$ cat config.mk
export PLATFORM = sky130hd
export DESIGN_NAME = mem_port_arbiter
export DESIGN_NICKNAME = d
export VERILOG_FILES = /design/src/rtl/mem_port_arbiter.sv
export SDC_FILE = /design/constraint.sdc
export NUM_CORES = 1
export LEC_CHECK = 0
export BUFFER_PORTS_ARGS = -buffer_cell sky130_fd_sc_hd__buf_2
export CORE_MARGIN = 8
export CORE_UTILIZATION = 48
export CTS_BUF_LIST = sky130_fd_sc_hd__clkbuf_4
export CTS_CLUSTER_DIAMETER = 30
export CTS_CLUSTER_SIZE = 8
export DETAILED_ROUTE_END_ITERATION = 10
export PLACE_DENSITY = 0.83
export SLEW_MARGIN = 20
export SYNTH_ARGS = -nofsm -noshare
export SYNTH_HDL_FRONTEND = slang
export SYNTH_SLANG_ARGS = --single-unit
$ cat constraint.sdc
create_clock -name clk -period 2.02 [get_ports clk]
set_input_delay 0.202 -clock clk [delete_from_list [all_inputs] [get_ports clk]]
set_output_delay 0.202 -clock clk [all_outputs]
set_load 0.01 [all_outputs]
$ cat src/rtl/mem_port_arbiter.sv
// mem_port_arbiter
//
// Shares one single-ported unified instruction/data RAM between the IF stage
// (instruction fetch) and the MEM stage (load/store) of the MIPS pipeline.
// An idle arbiter picks one requester per access. Data wins a simultaneous
// request unless the previous grant also went to data, so a steady load/store
// stream cannot starve instruction fetch. The winner's address, write data
// and write enable are latched and held on the RAM pins for MEM_LATENCY
// cycles. That is followed by a one-cycle DONE state carrying the ready pulse.
//
// Ports:
//   clk, rst               clock and synchronous active-high reset
//   if_req, if_addr        instruction fetch request and address
//   mem_r_en, mem_w_en     load / store request (both high means store)
//   mem_addr, mem_wdata    load/store address and store data
//   ram_rdata              RAM read data, valid in the last cycle of an access
//   ram_en, ram_we         RAM access active / write strobe
//   ram_addr, ram_wdata    RAM address / write data, held for the access
//   if_ready, if_rdata     fetch-complete pulse and registered instruction
//   mem_ready, mem_rdata   load/store-complete pulse and registered load data
//   freeze_if, freeze_mem  pipeline hold signals while an access is pending

module mem_port_arbiter #(
  parameter int MEM_LATENCY = 3,
  parameter int CNT_W       = 4
) (
  input  logic        clk,
  input  logic        rst,
  input  logic        if_req,
  input  logic [31:0] if_addr,
  input  logic        mem_r_en,
  input  logic        mem_w_en,
  input  logic [31:0] mem_addr,
  input  logic [31:0] mem_wdata,
  input  logic [31:0] ram_rdata,
  output logic        ram_en,
  output logic        ram_we,
  output logic [31:0] ram_addr,
  output logic [31:0] ram_wdata,
  output logic        if_ready,
  output logic [31:0] if_rdata,
  output logic        mem_ready,
  output logic [31:0] mem_rdata,
  output logic        freeze_if,
  output logic        freeze_mem
);

  typedef enum logic [2:0] {
    IDLE,
    BUSY_I,
    BUSY_D,
    DONE_I,
    DONE_D
  } state_t;

  // Counter value seen during the final RAM cycle of an access
  localparam logic [CNT_W-1:0] LAST_CNT = CNT_W'(MEM_LATENCY - 1);

  state_t           state;
  state_t           next_state;
  logic [CNT_W-1:0] cnt;
  logic             last_grant_d;
  logic [31:0]      acc_addr;
  logic [31:0]      acc_wdata;
  logic             acc_we;
  logic             mem_req;
  logic             grant_d;
  logic             grant_i;
  logic             last_beat;

  assign mem_req   = mem_r_en | mem_w_en;
  assign last_beat = (cnt == LAST_CNT);

  // Arbitration is only evaluated in IDLE; nothing is granted in a DONE cycle.
  // On contention, data wins unless it also won last time (alternation).
  always_comb begin
    grant_d = 1'b0;
    grant_i = 1'b0;
    if (state == IDLE) begin
      if (mem_req && (!if_req || !last_grant_d)) begin
        grant_d = 1'b1;
      end else if (if_req) begin
        grant_i = 1'b1;
      end
    end
  end

  // State register
  always_ff @(posedge clk) begin
    if (rst) begin
      state <= IDLE;
    end else begin
      state <= next_state;
    end
  end

  // Latched access parameters, latency counter and read-data capture.
  // Fetches latch a zero write word so the RAM write bus stays quiet.
  // A store leaves mem_rdata untouched.
  always_ff @(posedge clk) begin
    if (rst) begin
      cnt          <= '0;
      last_grant_d <= 1'b0;
      acc_addr     <= '0;
      acc_wdata    <= '0;
      acc_we       <= 1'b0;
      if_rdata     <= '0;
      mem_rdata    <= '0;
    end else begin
      if (grant_d) begin
        acc_addr     <= mem_addr;
        acc_wdata    <= mem_wdata;
        acc_we       <= mem_w_en;
        cnt          <= '0;
        last_grant_d <= 1'b1;
      end else if (grant_i) begin
        acc_addr     <= if_addr;
        acc_wdata    <= '0;
        acc_we       <= 1'b0;
        cnt          <= '0;
        last_grant_d <= 1'b0;
      end else if (state == BUSY_I || state == BUSY_D) begin
        cnt <= cnt + 1'b1;
      end
      if (state == BUSY_I && last_beat) begin
        if_rdata <= ram_rdata;
      end
      if (state == BUSY_D && last_beat && !acc_we) begin
        mem_rdata <= ram_rdata;
      end
    end
  end

  // Next-state logic
  always_comb begin
    next_state = state;
    case (state)
      IDLE: begin
        if (grant_d) begin
          next_state = BUSY_D;
        end else if (grant_i) begin
          next_state = BUSY_I;
        end
      end
      BUSY_I: if (last_beat) next_state = DONE_I;
      BUSY_D: if (last_beat) next_state = DONE_D;
      DONE_I: next_state = IDLE;
      DONE_D: next_state = IDLE;
      default: next_state = IDLE;
    endcase
  end

  // Output decode: the RAM pins are driven only while an access is busy,
  // and show zero otherwise so an idle bus is unambiguous.
  always_comb begin
    ram_en    = 1'b0;
    ram_we    = 1'b0;
    ram_addr  = '0;
    ram_wdata = '0;
    if_ready  = 1'b0;
    mem_ready = 1'b0;
    case (state)
      BUSY_I, BUSY_D: begin
        ram_en    = 1'b1;
        ram_we    = acc_we;
        ram_addr  = acc_addr;
        ram_wdata = acc_wdata;
      end
      DONE_I: if_ready = 1'b1;
      DONE_D: mem_ready = 1'b1;
      default: begin
      end
    endcase
  end

  // Freeze paths are combinational so the stalled stage releases in the same
  // cycle its ready pulse arrives.
  assign freeze_mem = mem_req & ~mem_ready;
  assign freeze_if  = freeze_mem | (if_req & ~if_ready);

endmodule
==> Word-level counts from Yosys, hierarchy flattened <==
Index checks and enable logic that the tools add are counted.
{ "op_classes": {"n_addsub": 1, "n_eq_ne": 8, "n_mux": 23, "n_bitwise": 6, "n_reduce_logical": 14} }
{ "op_table": {"columns": ["cell", "n"], "rows": [
  ["32-bit 2-to-1 mux", 6],
  ["1-bit 2-to-1 mux", 12],
  ["3-bit 2-to-1 mux", 4],
  ["3-bit case mux with 3 select lines", 1],
  ["3-bit by 2-bit == test with 1-bit output (second input constant)", 2],
  ["4-bit by 1-bit adder with 4-bit output (second input constant)", 1],
  ["4-bit by 2-bit == test with 1-bit output (second input constant)", 1],
  ["1-bit logical AND", 4],
  ["2-bit inequality test (second input constant)", 2],
  ["3-bit by 1-bit == test with 1-bit output (second input constant)", 1],
  ["3-bit == test (second input constant)", 1],
  ["1-bit logical NOT", 3],
  ["3-bit logical NOT", 1],
  ["3-bit inequality test (second input constant)", 1],
  ["3-bit AND reduction", 1],
  ["3-bit OR reduction", 1],
  ["1-bit bitwise AND", 2],
  ["1-bit logical OR", 2],
  ["1-bit NOT", 2],
  ["1-bit OR", 2],
  ["2-bit nonzero test", 1],
  ["2-bit OR reduction", 1]
]} }
{ "word_totals": {"regBits": 137, "output_inout_bits": 134} }

==> Depth between registers and ports, before layout <==
{ "depth": {"depth_word": 8, "depth_mapped": 8, "mapped_depth_nobuf": 6} }

==> Least setup slack after synthesis <==
OpenSTA, ideal clock, no wires.
{ "synth_path": {"kind": "register to register", "startpoint": "register cnt[0]", "endpoint": "register mem_rdata[0]", "setup_ps": 132, "arrival_ps": 1681, "slack_ps": 207, "stages_incl_launch_ff": 9, "n_path_buf": 2, "path_cell_list": "dfxtp_1 > inv_1 > ha_1 > or3b_4 > or4_1 > buf_2 > buf_6 > nand2_2 > a21oi_1"} }
{ "synth_via": {"elab_chain_len": 3} }
{ "synth_rtl": {"columns": ["item", "line_no", "source"], "rows": [
  ["start, declared", "61", "logic [CNT_W-1:0] cnt;"],
  ["start signal, assigned", "123", "cnt <= cnt + 1'b1;"],
  ["4-bit by 2-bit == test with 1-bit output", "72", "assign last_beat = (cnt == LAST_CNT);"],
  ["1-bit logical AND (2 in a row)", "128", "if (state == BUSY_D && last_beat && !acc_we) begin"],
  ["end signal, assigned", "129", "mem_rdata <= ram_rdata;"],
  ["end, declared", "43", "output logic [31:0] mem_rdata,"]
]} }
Every way passes these cells.
A chain may end at the register's enable or synchronous reset.

==> Worst setup path after layout <==
{ "layout_path": {"startpoint": "register state[1]", "endpoint": "output port ram_wdata[28]"} }
{ "layout_via": {"elab_chain_len": 3} }
{ "layout_rtl": {"columns": ["item", "line_no", "source"], "rows": [
  ["start, declared", "59", "state_t state;"],
  ["start signal, assigned", "93", "state <= next_state;"],
  ["3-bit by 1-bit == test with 1-bit output or 3-bit by 2-bit == test with 1-bit output (tied branches)", "162", "case (state)"],
  ["2-bit OR reduction *", "162", null],
  ["32-bit 2-to-1 mux *", "162", null],
  ["end, declared", "39", "output logic [31:0] ram_wdata,"]
]} }
Every way passes the cells marked *; elsewhere a longest branch is shown, timed or not.

==> run_results.csv <==
group,metric,value,unit
routing,first_iter_violations,453,
sta,rsz0062_at_grt,"yes",
setup_path,cp.buffers_inverters,2,
routing,totalWireLength,21060,um
sta,drv_slew,0,
cts,root_buffer,"clkbuf_4",
die,die_h,122.7,um
global_route,grt_pass1_wl,31810,um
setup_path,worstSetupStartpointType,"register",
global_route,first_global_vias,6177,
layout,nets,1143,
layout,drive_gt1_share,35.39,%
sta,setup_viol,0,
setup_path,max_stage_delay,0.40,ns
placement,dp_cells,1003,
setup_path,crit_path_top_delay_cell,"dfxtp_4",
placement,io_buffers,266,
global_route,grt_overflow,0,
routing,drtAntennaViolNets,0,
sta,tightest_slew,0.6912,ns
placement,dp_slack,0.04070,ns
synth,syn_nets,757,
layout,stdcell_area,8742,um2
placement,gp_congestion,0.7584,
layout,stdcell_count,1169,
die,die_area,15070,um2
routing,wl_per_cell,18.02,um
routing,drc,0,
cts,cts_buffers,17,
sta,period_needed,1.993,ns
synth,yosys_warnings,0,
setup_path,crit_family,"flip-flops",
cts,cts_setup_buffers,0,
synth,synth_seq_cells,137,
hold_path,hp-class,"in -> reg",
layout,syn_to_final_growth,59.85,%
cts,clk_path_buf_depth,2,
power,p_leak,0.004069,uW
cts,htreeDepth,4,
die,io_pins,267,
routing,vias,6086,
synth,synth_area,5469,um2
global_route,antenna_found_initial,3,
setup_path,setup.worst_path.end_class,"output pin",
global_route,grt_max_degree,69,
sta,fin_ws,0.02681,ns
sta,slew_headroom,53.92,%
synth,yosysSeqAreaShare,50.15,%
cts,clock-sinks,137,
die,placementRows,39,
sta,fin_skew,0.01947,ns
run_status,status,"finished, final reports clean",
setup_path,worstPathMaxFanout,45,
sta,hold_viol_final,0,
synth,synthCells,622,
power,irDropWorstVdd,537.8,uV
cts,clock_latency,0.51,ns
placement,dpl.hpwl,11500,um
global_route,grt_usage,26.74,%
cts,tritoncts,"built",
cts,clk_pin_slew,0.12,ns
die,core_area,11270,um2
placement,placed_cell_area,7023,um2
sta,finalCritPeriodShare,98.67,%
layout,n_fill_cell,701,
sta,tns,0,ns
die,dieWidth,122.7,um
setup_path,worstPathRequired,1.82,ns
setup_path,crit_chain,"xnor2_4 -> nor2_4 -> buf_12 -> and2_1 -> buf_2",
setup_path,worst_ep_arrival_time,1.79,ns
routing,first_pass_iters,4,
synth,avgSynthCellArea,8.793,um2
flow_run,cap_violations,0,
die,initial_core_util,48.52,%
routing,via_per_inst,5.206,
setup_path,crit_type,"reg -> out",
synth,synth_cell_types,32,
power,power_density,939.0,nW/um2
sta,fmax,501.7,MHz
metrics by stage:
stage | util [%] | hold slack [ns] | total power (uW)
2_1_floorplan | - | 0.3275 | 4877
3_5_place_dp | 62.30 | 0.4134 | 5875
3_3_place_gp | 62.30 | 0.4104 | 5830
5_1_grt | 77.49 | 0.05132 | 8642
6_report | 77.56 | 0.07978 | 8209
4_1_cts | 76.43 | 0.00001010 | 7972
final cells by class:
type / count / area [um2] / area share, %
tap: 143 / 178.9 / 2.047
clock buffer: 19 / 142.6 / 1.632
multi-input combinational: 436 / 2565 / 29.34
inverter: 2 / 7.507 / 0.08587
sequential: 137 / 2751 / 31.47
antenna: 6 / 15.01 / 0.1717
timing repair buffer: 414 / 2932 / 33.53
clock inverter: 12 / 150.1 / 1.717
cells in the mapped netlist:
cell type / count / area, um2
buf_6: 3 / 33.78
o41ai_1: 1 / 8.760
xnor2_1: 4 / 35.03
nand3_1: 2 / 10.01
a2bb2oi_1: 1 / 8.760
nor2_1: 11 / 41.29
nor3b_1: 3 / 22.52
clkbuf_2: 1 / 5.000
a21o_1: 3 / 22.52
a21oi_1: 66 / 330.3
buf_2: 22 / 110.1
nand2_1: 132 / 495.5
and2_1: 65 / 406.6
nand2_2: 30 / 187.7
dfxtp_1: 137 / 2743
mux2i_1: 32 / 320.3
inv_1: 2 / 7.510
o21ai_0: 35 / 175.2
nand2b_1: 1 / 6.260
ha_1: 2 / 25.02
nor3_2: 1 / 10.01
clkbuf_1: 22 / 82.58
or3b_4: 1 / 11.26
a211oi_1: 1 / 7.510
nor4_1: 2 / 12.51
nor4_2: 1 / 12.51
a22o_1: 33 / 289.0
or3_1: 2 / 12.51
and3_1: 1 / 6.260
or4_1: 1 / 7.510
nand3b_1: 1 / 7.510
nor3_1: 3 / 15.01
final timing paths:
kind                            cells after the start                    endpoint  slack (ns)                      start
worst max-delay path                                5               ram_wdata[28]        0.03      state[1]$_SDFFE_PP0P_
worst min register to register                      2   acc_addr[14]$_SDFFE_PP0P_        0.46  acc_addr[14]$_SDFFE_PP0P_
worst min-delay path                                3    acc_addr[0]$_SDFFE_PP0P_        0.08                mem_addr[0]
worst max register to register                      7  mem_rdata[31]$_SDFFE_PP0P_        0.13        cnt[0]$_SDFFE_PP0N_
state kept, by name, summed over array words and instances, names as in the netlist:
register and flops:
mem_rdata 32, acc_we 1, last_grant_d 1, cnt 4, if_rdata 32, state 3
acc_wdata 32, acc_addr 32
power by group:
group,total (uW),switching [uW],internal (uW)
clock,1880,1000,879
sequential,3380,258,3120
combinational,2940,1580,1360
total,8210,2850,5360
layer usage:
layer	track usage, %	wire length [um]	share of wire (%)	up-vias
met5	0	0	0	-
met4	13.33	714	3.4	0
met3	10.26	2307	11	65
met2	45.50	10350	49	332
met1	28.50	7691	37	2823
li1	-	-	-	2866
kinds of logic after synthesis:
family	after synthesis	share of synthesized area [%]
flops	137	50.15
mux	32	5.857
xor+xnor	4	0.6405
fa+ha+maj	2	0.4575
buf+inv	50	4.370
compound gates	140	15.40
simple gates	257	23.13
cells in the final DEF, fill, tap and decap left out, drive strengths merged, types with 2 or more instances in the layout:
cell type | synthesis | routed
a21o | 3 | 3
a21oi | 66 | 67
a22o | 33 | 33
and2 | 65 | 65
buf | 25 | 286
bufinv | 0 | 3
clkbuf | 23 | 20
clkinv | 0 | 5
clkinvlp | 0 | 2
dfxtp | 137 | 137
diode | 0 | 6
dlygate4sd3 | 0 | 127
ha | 2 | 2
inv | 2 | 4
mux2i | 32 | 32
nand2 | 162 | 162
nand3 | 2 | 2
nor2 | 11 | 11
nor3 | 4 | 4
nor3b | 3 | 3
nor4 | 3 | 3
o21ai | 35 | 35
or3 | 2 | 2
xnor2 | 4 | 4
tightest hold or removal path: cells and delay by family:
kind                   cells  cell delay [ns]
AOI/OAI and AO/OA          1             0.20
muxes                      1             0.07
buffers and inverters      1             0.08
repair_timing:
item,in CTS,in global routing
endpoints found under the hold margin,128,0
gates cloned,0,2
resized for setup,6,18
hold buffers,127,0
endpoints found under the setup margin,67,94
Note: power is estimated with default switching activity, not from simulation.
